`config.mk`:
```
export PLATFORM = sky130hd
export DESIGN_NAME = serial_add_ctrl_flat
export DESIGN_NICKNAME = d
export VERILOG_FILES = /design/src/rtl/serial_add_ctrl_if.sv /design/src/rtl/serial_add_ctrl.sv /design/src/flat_wrapper.sv
export SDC_FILE = /design/constraint.sdc
export NUM_CORES = 1
export LEC_CHECK = 0
export BUFFER_PORTS_ARGS = -buffer_cell sky130_fd_sc_hd__buf_2
export CORE_MARGIN = 4
export CORE_UTILIZATION = 28
export CTS_BUF_LIST = sky130_fd_sc_hd__clkbuf_4 sky130_fd_sc_hd__clkbuf_8
export DETAILED_ROUTE_END_ITERATION = 10
export PLACE_DENSITY = 0.49
export REMOVE_ABC_BUFFERS = 1
export SYNTH_ARGS = -nofsm -noshare
export SYNTH_HDL_FRONTEND = slang
export SYNTH_SLANG_ARGS = --single-unit
export TNS_END_PERCENT = 20
```
`constraint.sdc`:
```
create_clock -name clk -period 3.4 [get_ports clk]
set_clock_uncertainty 0.2 [all_clocks]
set_input_delay 0.68 -clock clk [delete_from_list [all_inputs] [get_ports clk]]
set_output_delay 0.68 -clock clk [all_outputs]
set_load 0.005 [all_outputs]
```
`src/rtl/serial_add_ctrl_if.sv`:
```
// -----------------------------------------------------------------------------
// serial_add_ctrl_if
//   Request/response bundle between the ALU front end (master) and the
//   bit-serial add/subtract controller (slave).
//
//   start    : request a new operation (master -> slave)
//   sub      : 0 = src1+src2, 1 = src1-src2 (master -> slave)
//   src1     : operand 1, WIDTH bits (master -> slave)
//   src2     : operand 2, WIDTH bits (master -> slave)
//   busy     : operation in progress (slave -> master)
//   done     : one-cycle result-valid pulse (slave -> master)
//   result   : sum/difference, WIDTH bits (slave -> master)
//   cout     : carry out of the MSB (slave -> master)
//   overflow : signed overflow (slave -> master)
// -----------------------------------------------------------------------------
interface serial_add_ctrl_if #(
  parameter int WIDTH = 32
);
  logic             start;
  logic             sub;
  logic [WIDTH-1:0] src1;
  logic [WIDTH-1:0] src2;
  logic             busy;
  logic             done;
  logic [WIDTH-1:0] result;
  logic             cout;
  logic             overflow;

  modport master (
    output start, sub, src1, src2,
    input  busy, done, result, cout, overflow
  );

  modport slave (
    input  start, sub, src1, src2,
    output busy, done, result, cout, overflow
  );
endinterface

```
`src/rtl/serial_add_ctrl.sv`:
```
// -----------------------------------------------------------------------------
// serial_add_ctrl
//   Bit-serial add/subtract controller. Latches two WIDTH-bit operands on an
//   accepted start and drives a single shared full_adder LSB-first, one bit
//   per clock, keeping the carry in a flop between cycles. A one-cycle done
//   pulse follows the last bit; result/cout/overflow are held until the next
//   accepted start begins overwriting them.
//
//   Parameters : WIDTH (2..64) operand/result width
//   Ports      : clk  - rising-edge clock
//                rst  - synchronous active-high reset
//                bus  - serial_add_ctrl_if.slave (start/sub/src1/src2 in,
//                       busy/done/result/cout/overflow out)
//   Option     : define SERIAL_ADD_OVF_EN to capture the MSB carry-in and
//                produce signed overflow; otherwise overflow is tied to 0.
//
//   Also contains full_adder, the 1-bit adder cell being time-shared.
// -----------------------------------------------------------------------------
module full_adder (
  input  logic a_i,
  input  logic b_i,
  input  logic ci_i,
  output logic sum_o,
  output logic co_o
);
  assign sum_o = a_i ^ b_i ^ ci_i;
  assign co_o  = (a_i & b_i) | (ci_i & (a_i ^ b_i));
endmodule

module serial_add_ctrl #(
  parameter int WIDTH = 32
) (
  input  logic                 clk,
  input  logic                 rst,
  serial_add_ctrl_if.slave     bus
);
  localparam int              CNT_W    = $clog2(WIDTH);
  localparam logic [CNT_W-1:0] LAST_BIT = CNT_W'(WIDTH - 1);

  typedef enum logic [1:0] {
    IDLE = 2'd0,
    RUN  = 2'd1,
    DONE = 2'd2
  } state_e;

  state_e             state_q, state_d;
  logic [CNT_W-1:0]   cnt_q, cnt_d;
  logic [WIDTH-1:0]   a_q, a_d;
  logic [WIDTH-1:0]   b_q, b_d;
  logic               sub_q, sub_d;
  logic               carry_q, carry_d;
  logic [WIDTH-1:0]   result_q, result_d;
  logic               cout_q, cout_d;
`ifdef SERIAL_ADD_OVF_EN
  logic               ovf_q, ovf_d;
`endif

  logic fa_sum, fa_co;

  // Subtraction is a + ~b + 1: b is inverted bit by bit and the +1 enters as
  // the initial carry loaded at start.
  full_adder u_fa (
    .a_i   (a_q[cnt_q]),
    .b_i   (b_q[cnt_q] ^ sub_q),
    .ci_i  (carry_q),
    .sum_o (fa_sum),
    .co_o  (fa_co)
  );

  always_comb begin
    // NOTE: every signal written here gets a default first, so no path leaves
    // it unassigned and no latch is inferred.
    state_d  = state_q;
    cnt_d    = cnt_q;
    a_d      = a_q;
    b_d      = b_q;
    sub_d    = sub_q;
    carry_d  = carry_q;
    result_d = result_q;
    cout_d   = cout_q;
`ifdef SERIAL_ADD_OVF_EN
    ovf_d    = ovf_q;
`endif

    unique case (state_q)
      IDLE, DONE: begin
        if (bus.start) begin
          a_d     = bus.src1;
          b_d     = bus.src2;
          sub_d   = bus.sub;
          carry_d = bus.sub;
          cnt_d   = '0;
          state_d = RUN;
        end else begin
          state_d = IDLE;
        end
      end
      RUN: begin
        // Result is rewritten in place; upper bits keep the previous result
        // until their turn comes.
        result_d[cnt_q] = fa_sum;
        carry_d         = fa_co;
        if (cnt_q == LAST_BIT) begin
          cout_d  = fa_co;
`ifdef SERIAL_ADD_OVF_EN
          // carry_q is the carry into the MSB during this cycle.
          ovf_d   = carry_q ^ fa_co;
`endif
          state_d = DONE;
        end else begin
          cnt_d = cnt_q + 1'b1;
        end
      end
      default: state_d = IDLE;
    endcase
  end

  always_ff @(posedge clk) begin
    // NOTE: sequential state uses non-blocking assignments so every flop
    // samples its pre-edge value, independent of statement order.
    if (rst) begin
      state_q  <= IDLE;
      cnt_q    <= '0;
      a_q      <= '0;
      b_q      <= '0;
      sub_q    <= 1'b0;
      carry_q  <= 1'b0;
      result_q <= '0;
      cout_q   <= 1'b0;
`ifdef SERIAL_ADD_OVF_EN
      ovf_q    <= 1'b0;
`endif
    end else begin
      state_q  <= state_d;
      cnt_q    <= cnt_d;
      a_q      <= a_d;
      b_q      <= b_d;
      sub_q    <= sub_d;
      carry_q  <= carry_d;
      result_q <= result_d;
      cout_q   <= cout_d;
`ifdef SERIAL_ADD_OVF_EN
      ovf_q    <= ovf_d;
`endif
    end
  end

  // All outputs come straight from flops (state decode is of the state flop).
  assign bus.busy   = (state_q == RUN);
  assign bus.done   = (state_q == DONE);
  assign bus.result = result_q;
  assign bus.cout   = cout_q;
`ifdef SERIAL_ADD_OVF_EN
  assign bus.overflow = ovf_q;
`else
  assign bus.overflow = 1'b0;
`endif

endmodule

```
`src/flat_wrapper.sv`:
```
// flat-port wrapper written by rule: the top's interface ports become plain ports
module serial_add_ctrl_flat 
#(
  parameter int WIDTH = 32
)
  (clk, rst, bus_start, bus_sub, bus_src1, bus_src2, bus_busy, bus_done, bus_result, bus_cout, bus_overflow);
  serial_add_ctrl_if #(.WIDTH(WIDTH)) bus_i ();
  input  logic clk;
  input  logic rst;
  input wire logic [$bits(bus_i.start)-1:0] bus_start;
  input wire logic [$bits(bus_i.sub)-1:0] bus_sub;
  input wire logic [$bits(bus_i.src1)-1:0] bus_src1;
  input wire logic [$bits(bus_i.src2)-1:0] bus_src2;
  output wire logic [$bits(bus_i.busy)-1:0] bus_busy;
  output wire logic [$bits(bus_i.done)-1:0] bus_done;
  output wire logic [$bits(bus_i.result)-1:0] bus_result;
  output wire logic [$bits(bus_i.cout)-1:0] bus_cout;
  output wire logic [$bits(bus_i.overflow)-1:0] bus_overflow;
  assign bus_i.start = bus_start;
  assign bus_i.sub = bus_sub;
  assign bus_i.src1 = bus_src1;
  assign bus_i.src2 = bus_src2;
  assign bus_busy = bus_i.busy;
  assign bus_done = bus_i.done;
  assign bus_result = bus_i.result;
  assign bus_cout = bus_i.cout;
  assign bus_overflow = bus_i.overflow;
  serial_add_ctrl #(.WIDTH(WIDTH)) u_core (.clk(clk), .rst(rst), .bus(bus_i));
endmodule
```
# Word-level counts from Yosys, hierarchy flattened
# Index checks and enable logic that the tools add are counted.
[classes]
addsub = 1
magnitude_cmp = 2
eq_ne = 6
muxes = 15
bitwise_logic = 6
n_reduce_logical = 8
[op_table]
columns = ["cell", "count"]
rows = [
  ["$bwmux 32", 1],
  ["$bmux 1 s5", 2],
  ["$mux 5", 2],
  ["$pmux 5 s2", 1],
  ["$lt 5x6->1 const B", 1],
  ["$reduce_and 2->1", 3],
  ["$add 5x1->5 const B", 1],
  ["$demux 1 s5", 1],
  ["$eq 5x5->1 const B", 1],
  ["$ge 5x1->1 const B", 1],
  ["$mux 1", 5],
  ["$ne 2x2->1 const B", 2],
  ["$pmux 2 s2", 1],
  ["$reduce_and 3->1", 1],
  ["$xor 1x1->1", 3],
  ["$and 1x1->1", 2],
  ["$eq 2x1->1 const B", 1],
  ["$eq 2x2->1 const B", 1],
  ["$logic_not 2->1", 1],
  ["$mux 2", 1],
  ["$ne 2x1->1 const B", 1],
  ["$pmux 1 s2", 1],
  ["$reduce_bool 2->1", 1],
  ["$reduce_or 2->1", 1],
  ["2 further kinds", 2],
]
[totals]
reg_bits = 106
input_bits = 68
out_inout_bits = 36
wordCells = 46

# Logic depth before layout (Yosys ltp)
# Gate-level depths: netlist of run 1.
[logic_depth]
ltp_word = 7
mapped_depth = 10
mapped_depth_nobuf = 7

# By module
# A second synthesis of run 1 with hierarchy kept.
[unflattened]
hier_cells = 550
hier_area_um2 = 4545.6
[modules_own_cells]
columns = ["module", "n_inst", "cells_each", "area_each_um2", "seq_area_each_um2"]
rows = [
  ["serial_add_ctrl", 1, 549, 4525.6, 2122.0],
  ["full_adder", 1, 1, 20.0, 0.0],
]

# Worst setup path after synthesis of run 1
# No wires, ideal clock.
[synth_path]
path_type = "register to register"
start = "register u_core.cnt_q[0]"
end = "register u_core.result_q[10] (netlist: u_core.bus.result[10])"
setup_ns = 0.138
arrival_ns = 2.410
required_time_ns = 3.062
slack_ns = 0.652
stages_incl_launch_ff = 10
path_buffers = 2
period_less_slack_ns = 2.748
path_cell_list = "dfxtp_1 buf_6 mux4_2 nor2b_1 a21oi_2 nand4_1 xnor2_1 fa_1 clkbuf_1 a211oi_1"
[synth_via]
elab_chain_cells = 6
elab_cells_between_ends = 13
classes_between = "order compare (2); mux (7); bitwise (3); reduce/logical (1)"
[synth_rtl]
columns = ["item", "line", "source"]
rows = [
  ["from (decl)", "serial_add_ctrl.sv:47", "logic [CNT_W-1:0] cnt_q, cnt_d;"],
  ["from (signal assigned)", "serial_add_ctrl.sv:135", "cnt_q <= cnt_d;"],
  ["$bmux 1 s5", "serial_add_ctrl.sv:64", ".b_i (b_q[cnt_q] ^ sub_q),"],
  ["$mux 1 (implied by the code)", "serial_add_ctrl.sv:64", ""],
  ["$xor 1x1->1", "serial_add_ctrl.sv:64", ""],
  ["$xor 1x1->1 (2 in series)", "serial_add_ctrl.sv:26", "assign sum_o = a_i ^ b_i ^ ci_i;"],
  ["$bwmux 32 *", "serial_add_ctrl.sv:101", "result_d[cnt_q] = fa_sum;"],
  ["to (signal assigned)", "serial_add_ctrl.sv:140", "result_q <= result_d;"],
  ["to (decl)", "serial_add_ctrl.sv:52", "logic [WIDTH-1:0] result_q, result_d;"],
]
# Mark *: on every way between the ends. The rest lies on a longest branch, timed or not. The select of a mux whose other input is x is not followed.
# A chain may end at the register's enable or synchronous reset.

# Worst setup path in the final report of run 1
[layout_path]
start = "register u_core.cnt_q[0]"
end = "register u_core.result_q[18] (netlist: u_core.bus.result[18])"
# Same word-level chain as after synthesis.

==> metrics.md, run 1 <==
| Metric | Value |
|---|---|
| Status | `complete, no violations` |
| DR WL/cell | `14.0 um` |
| Post-Synthesis Cells | `539` |
| Post-Route WL | `11,600 um` |
| Cts repair resizes | `0` |
| Worst Hold Endpoint | `u_core.a_q[18]$_SDFFE_PP0P_` |
| Core Area | `15,400 um2` |
| N_diodes | `0` |
| Synth Area in Simple Gates | `20.9%` |
| Max-cap violations | `0` |
| Sequential share of the synthesized area | `47.5%` |
| HP Start | `u_core.a_q[18]$_SDFFE_PP0P_` |
| Final hold slack | `0.258 ns` |
| Largest net degree at the start of global routing | `107` |
| VDD IR-drop max | `0.158 mV` |
| R2R Setup Slk | `0.42 ns` |
| CTS Buf Count | `9` |
| Post-route setup TNS | `0 ns` |
| XOR/XNOR share of the synthesized area | `0.588%` |
| Ratio of final minimum period to clock period | `87.6%` |
| Post-synthesis async set-or-reset flop share | `0%` |
| Worst flop-to-flop path endpoint | `u_core.bus.result[18]$_SDFFE_PP0P_` |
| Area growth syn-to-layout | `20.5%` |
| CP Data Arrival Time | `2.98 ns` |
| Clk slew on worst S/H paths | `0.10 ns` |
| EDFF count, synth | `0` |
| Port bufs | `102` |
| Nets | `691` |
| # setup viols final | `0` |
| Synth warn | `0` |
| Initial Utilization | `29.0%` |
| Most frequent cells in the layout | `138 x nand2_1, 106 x dfxtp_1, 101 x buf_2` |
| Via count | `3,773` |
| Row count | `45` |
| P_leak | `2.04 nW` |
| Synth Area in Compound Gates | `15.8%` |
| Vias in the first global route | `3,815` |
| Grt ovf | `0` |
| DR pass1 iterations | `4` |
| Endpoints failing hold | `0` |
| CTS tree | `yes` |
| Multiplexer share of the synthesized area | `7.95%` |
| Max-slew violation count | `0` |
| Antenna violations before repair | `0` |
| Post-route cell area | `5390 um2` |
| Via-per-instance ratio | `4.53` |
| Final Util | `34.9%` |
| Hold Path Class | `reg2reg` |
| H-tree lvl count | `3` |
| Crit-path max FO | `32` |
| Root buffer cell | `clkbuf_8` |
| Layout cells sized above 1 | `22.5%` |
| Placed inst area | `5140 um2` |
| Main synth FF type | `dfxtp_1` |
| F_max | `0.336 GHz` |
| Syn Std Cell Area | `4470 um2` |
| Clock Latency Late Sink | `0.38 ns` |
| Full die area | `18,100 um2` |
| Detail Route Antenna Nets | `0` |
| Post-synth cell types | `37` |
| Post-synthesis adder-cell area fraction | `1.85%` |
| Worst reg2reg path startpoint | `u_core.cnt_q[0]$_SDFFE_PP0P_` |
| Drt drc | `0` |
| CP Capture Type | `flip-flop` |
| Unrepaired setup endpoints after global routing | `false` |
| Largest family of logic cells by synthesized area | `simple AND/OR/NAND/NOR gates` |
| Die X-Extent | `134 um` |
| Startpoint types | `flip-flop` |
| Setup CP Type | `reg2reg` |
| R2R cell count | `8` |
| Commonest non-fill, non-tap cell in the layout | `nand2_1` |
| Pwr per Cell Area | `474 nW/um2` |
| First-pass GRT wire length | `19,300 um` |
| Die Height | `134 um` |
| Worst slew pin tran | `1.13 ns` |
| Post-CTS setup buffers | `0` |
| Hold path depth | `2` |
| Clock sink count | `106` |
| Avg Synthesized Cell Area | `8.29 um2` |
| Gr usage total | `13.3%` |
| Max-slew headroom | `24.9%` |
| Synth Register Bits | `106` |
| DP HPWL | `8240 um` |
| Clock Tree Buf Depth | `2` |
| Number of I/O pins | `104` |
| Period minus WS final | `2.98 ns` |
| GP Congestion | `0.767` |
| Hold_buf cts | `0` |
| Drt first-iter violations | `273` |
| Critical Path RT | `3.40 ns` |
flip-flops by register name (all words and copies together), names as in the netlist:
signal / flops
u_core.a_q: 32
u_core.b_q: 32
u_core.bus.cout: 1
u_core.bus.result: 32
u_core.carry_q: 1
u_core.cnt_q: 5
u_core.state_q: 2
u_core.sub_q: 1
stage by stage:
| stage | power, mW | cells | setup WS [ns] |
|---|---|---|---|
| global route | 2.70 | 832 | 0.201 |
| CTS | 2.59 | 832 | 0.392 |
| global placement | 1.66 | 817 | 0.457 |
| detailed placement | 1.66 | 817 | 0.432 |
| finish | 2.55 | 832 | 0.423 |
| floorplan | 1.52 | 497 | -0.343 |
kinds of logic (layout without fill, tap and decap cells):
logic type | count (synthesis) | count (layout)
AND/OR/NAND/NOR | 231 | 231
AO/OA/AOI/OAI | 117 | 117
flip-flops | 106 | 106
buffers and inverters | 52 | 134
multiplexers | 23 | 23
adder cells (fa/ha/maj) | 6 | 6
XOR/XNOR | 3 | 3
other | 1 | 1
final cells by class:
cell class	instances	area, um2
Clock buffer	10	138
Clock inverter	5	103
Fill cell	1700	10000
Inverter	10	37.5
Multi-Input combinational cell	381	2120
Sequential cell	106	2120
Tap cell	211	264
Timing Repair Buffer	109	603
where the power goes:
part           switching [mW]  leakage [nW]  internal, mW  total, mW
Combinational           0.187          1.06         0.119      0.306
Clock                   0.421         0.118         0.504      0.925
Sequential             0.0282         0.865          1.29       1.32
Total                   0.636          2.04          1.92       2.55
Yosys cell counts, types with 5 or more instances:
library cell	instances	area (um2)
nand2_1	138	518
dfxtp_1	106	2120
a21oi_1	69	345
nor2_1	69	259
a211oi_1	33	248
clkbuf_1	21	78.8
mux2i_1	13	130
mux4_2	10	225
buf_2	9	45.0
inv_1	9	33.8
buf_1	6	22.5
nor2b_1	6	37.5
o22ai_1	6	37.5
ha_1	5	62.6
metal layers:
| metal | global-route usage, % | vias up | part of all wire, % |
|---|---|---|---|
| met5 | 0 | - | 0 |
| met4 | 4.02 | 0 | 1.2 |
| met3 | 3.45 | 14 | 5.2 |
| met2 | 21.2 | 79 | 46 |
| met1 | 17.8 | 1716 | 48 |
| li1 | - | 1964 | - |
worst max-delay path by stage:
stage                                         endpoint                    startpoint
global placement    u_core.bus.result[25]$_SDFFE_PP0P_  u_core.cnt_q[0]$_SDFFE_PP0P_
finish              u_core.bus.result[18]$_SDFFE_PP0P_  u_core.cnt_q[0]$_SDFFE_PP0P_
floorplan                  u_core.carry_q$_SDFFE_PP0P_                     bus_start
detailed placement  u_core.bus.result[18]$_SDFFE_PP0P_  u_core.cnt_q[0]$_SDFFE_PP0P_
global route         u_core.bus.result[0]$_SDFFE_PP0P_  u_core.cnt_q[0]$_SDFFE_PP0P_
CTS                 u_core.bus.result[18]$_SDFFE_PP0P_  u_core.cnt_q[0]$_SDFFE_PP0P_
critical path: stages, from the launching register on:
cell and delay (ns):
dfxtp_1 0.43, buf_4 0.25, mux4_2 0.53, a21oi_2 0.15
nand4_1 0.11, xnor2_1 0.16, fa_1 0.51, buf_4 0.33
a211oi_1 0.13
(Power assumes the default switching activity.)
==> run 2, diff against run 1 <==
Settings changed: CORE_ASPECT_RATIO from default to 0.7.
==> run 2 against run 1 <==
Combinational power is essentially flat. Global-route usage increased by 0.42 points. Die area up 0.18%. Core utilization down 0.76 points. Final area is 1.1% lower. Setup slack lost 0.13 ns. Flip-flop and latch count unchanged. Maximum frequency shrank 4.2%. Routed wire length grew 6.6%. First-iteration DRC count fell by 24%. Critical path depth is the same. Total power fell by 4.0%.
==> metrics.md, run 2 (same netlist as run 1, synthesis figures left out) <==
| Metric | Value |
|---|---|
| Final Util | `34.1% (-0.76 points)` |
| Gr usage total | `13.7% (+0.42 points)` |
| Max-cap violations | `0 (unchanged)` |
| F_max | `0.322 GHz (-4.2%)` |
| CP Data Arrival Time | `3.18 ns (+0.20 ns)` |
| Initial Utilization | `28.7% (-0.31 points)` |
| Grt ovf | `0 (unchanged)` |
| Via-per-instance ratio | `4.61 (+1.6%)` |
| Crit-path max FO | `32 (unchanged)` |
| P_leak | `2.03 nW (-0.87%)` |
| Max-slew violation count | `0 (unchanged)` |
| Status | `complete, no violations` |
| Die X-Extent | `159 um (+18%)` |
| Core Area | `15,600 um2 (+1.1%)` |
| Period minus WS final | `3.11 ns (+0.132 ns)` |
| DR pass1 iterations | `4 (unchanged)` |
| Number of I/O pins | `104 (unchanged)` |
| First-pass GRT wire length | `20,000 um (+3.4%)` |
| DP HPWL | `8850 um (+7.3%)` |
| Endpoints failing hold | `0 (unchanged)` |
| Layout cells sized above 1 | `22.8% (+0.25 points)` |
| Clock sink count | `106 (unchanged)` |
| Setup CP Type | `reg2reg` |
| Root buffer cell | `clkbuf_8` |
| Commonest non-fill, non-tap cell in the layout | `nand2_1` |
| Area growth syn-to-layout | `19.1%` |
| N_diodes | `0 (unchanged)` |
| Via count | `3,792 (+0.50%)` |
| Drt drc | `0 (unchanged)` |
| CP startpoint | `u_core.cnt_q[0]$_SDFFE_PP0P_` |
| Startpoint types | `flip-flop` |
| HP Start | `u_core.a_q[31]$_SDFFE_PP0P_` |
| Post-route setup TNS | `0 ns (unchanged)` |
| Drt first-iter violations | `207 (-24%)` |
| Clock Latency Late Sink | `0.37 ns (about the same)` |
| Area of the multi-input gates | `2120 um2 (unchanged)` |
| Pwr per Cell Area | `460 nW/um2 (-2.9%)` |
| Largest net degree at the start of global routing | `107 (unchanged)` |
| Detail Route Antenna Nets | `0 (unchanged)` |
| Worst slew pin tran | `1.12 ns (-0.00301 ns)` |
| Filler Cells Inserted | `1,685 (-0.88%)` |
| R2R cell count | `8 (unchanged)` |
| Post-CTS setup buffers | `0 (unchanged)` |
| DR WL/cell | `15.0 um (+7.7%)` |
| Hold_buf cts | `0 (unchanged)` |
| Worst flop-to-flop path endpoint | `u_core.bus.result[26]$_SDFFE_PP0P_` |
| CTS tree | `yes` |
| Worst reg2reg path startpoint | `u_core.cnt_q[0]$_SDFFE_PP0P_` |
| Die Height | `114 um (-15%)` |
| Post-Route WL | `12,400 um (+6.6%)` |
| Port bufs | `102 (unchanged)` |
| Antenna violations before repair | `0 (unchanged)` |
| Unrepaired setup endpoints after global routing | `false` |
| Final Power | `2.45 mW (-4.0%)` |
| Row count | `38 (-16%)` |
| Register area | `2120 um2 (unchanged)` |
| R2R Setup Slk | `0.29 ns (-0.13 ns)` |
| Nets | `692 (+0.14%)` |
| Ratio of final minimum period to clock period | `91.4% (+3.9 points)` |
| Most frequent cells in the layout | `138 x nand2_1, 106 x dfxtp_1, 101 x buf_2` |
| CP endpoint | `u_core.bus.result[26]$_SDFFE_PP0P_` |
| Clk slew on worst S/H paths | `0.10 ns (about the same)` |
| VDD IR-drop max | `0.165 mV (+4.2%)` |
| CP Capture Type | `flip-flop` |
| Cts repair resizes | `0 (unchanged)` |
| Vias in the first global route | `3,810 (-0.13%)` |
| GP Congestion | `0.760 (-0.90%)` |
| Critical Path RT | `3.47 ns (+0.07 ns)` |
| H-tree lvl count | `3 (unchanged)` |
| # setup viols final | `0 (unchanged)` |
| Full die area | `18,100 um2 (+0.18%)` |
| Max-slew headroom | `25.1% (+0.20 points)` |
| Clock Tree Buf Depth | `2 (unchanged)` |
| CTS Buf Count | `9 (unchanged)` |
| Hold Path Class | `reg2reg` |
==> run 2: critical path, cell delays in order (launching register included) <==
cell,delay [ns]
dfxtp_1,0.60
buf_4,0.31
mux4_2,0.52
inv_1,0.06
o22ai_1,0.09
nor3_2,0.26
fa_1,0.44
buf_4,0.26
a211oi_1,0.25
==> run 2: area by class of cell <==
| class | instances | area share (%) |
|---|---|---|
| Sequential cell | 106 | 39.8 |
| Multi-Input combinational cell | 381 | 39.8 |
| Timing Repair Buffer | 110 | 11.0 |
| Tap cell | 200 | 4.70 |
| Clock buffer | 11 | 2.84 |
| Clock inverter | 5 | 1.13 |
| Inverter | 10 | 0.705 |
==> run 2: per-layer routing <==
layer,part of all wire [%],global-route usage [%]
met1,52,20.1
met2,40,19.3
met3,7.5,5.02
met4,0.72,2.95
met5,0,0
==> run 2: stage by stage <==
step	hold slack [ns]	setup slack, ns	instances	cell area, um2
6_report	0.258	0.291	823	5330
5_1_grt	0.278	0.00282	823	5330
4_1_cts	0.261	0.251	823	5330
3_5_place_dp	0.246	0.287	807	5110
3_3_place_gp	0.239	0.403	807	5110
2_1_floorplan	0.227	-0.343	497	4270
==> run 2: report_power, final <==
group	total [mW]	internal, mW	switching [mW]
combinational	0.308	0.115	0.193
clock	0.819	0.385	0.433
sequential	1.32	1.29	0.0296
==> run 2: how the worst min path moves through the flow <==
stage,endpoint,cells after the start,slack [ns]
floorplan,u_core.a_q[10]$_SDFFE_PP0P_,2,0.23
global placement,u_core.a_q[7]$_SDFFE_PP0P_,2,0.24
detailed placement,u_core.b_q[28]$_SDFFE_PP0P_,2,0.25
CTS,u_core.b_q[28]$_SDFFE_PP0P_,2,0.26
global route,u_core.b_q[11]$_SDFFE_PP0P_,2,0.28
finish,u_core.a_q[31]$_SDFFE_PP0P_,2,0.26
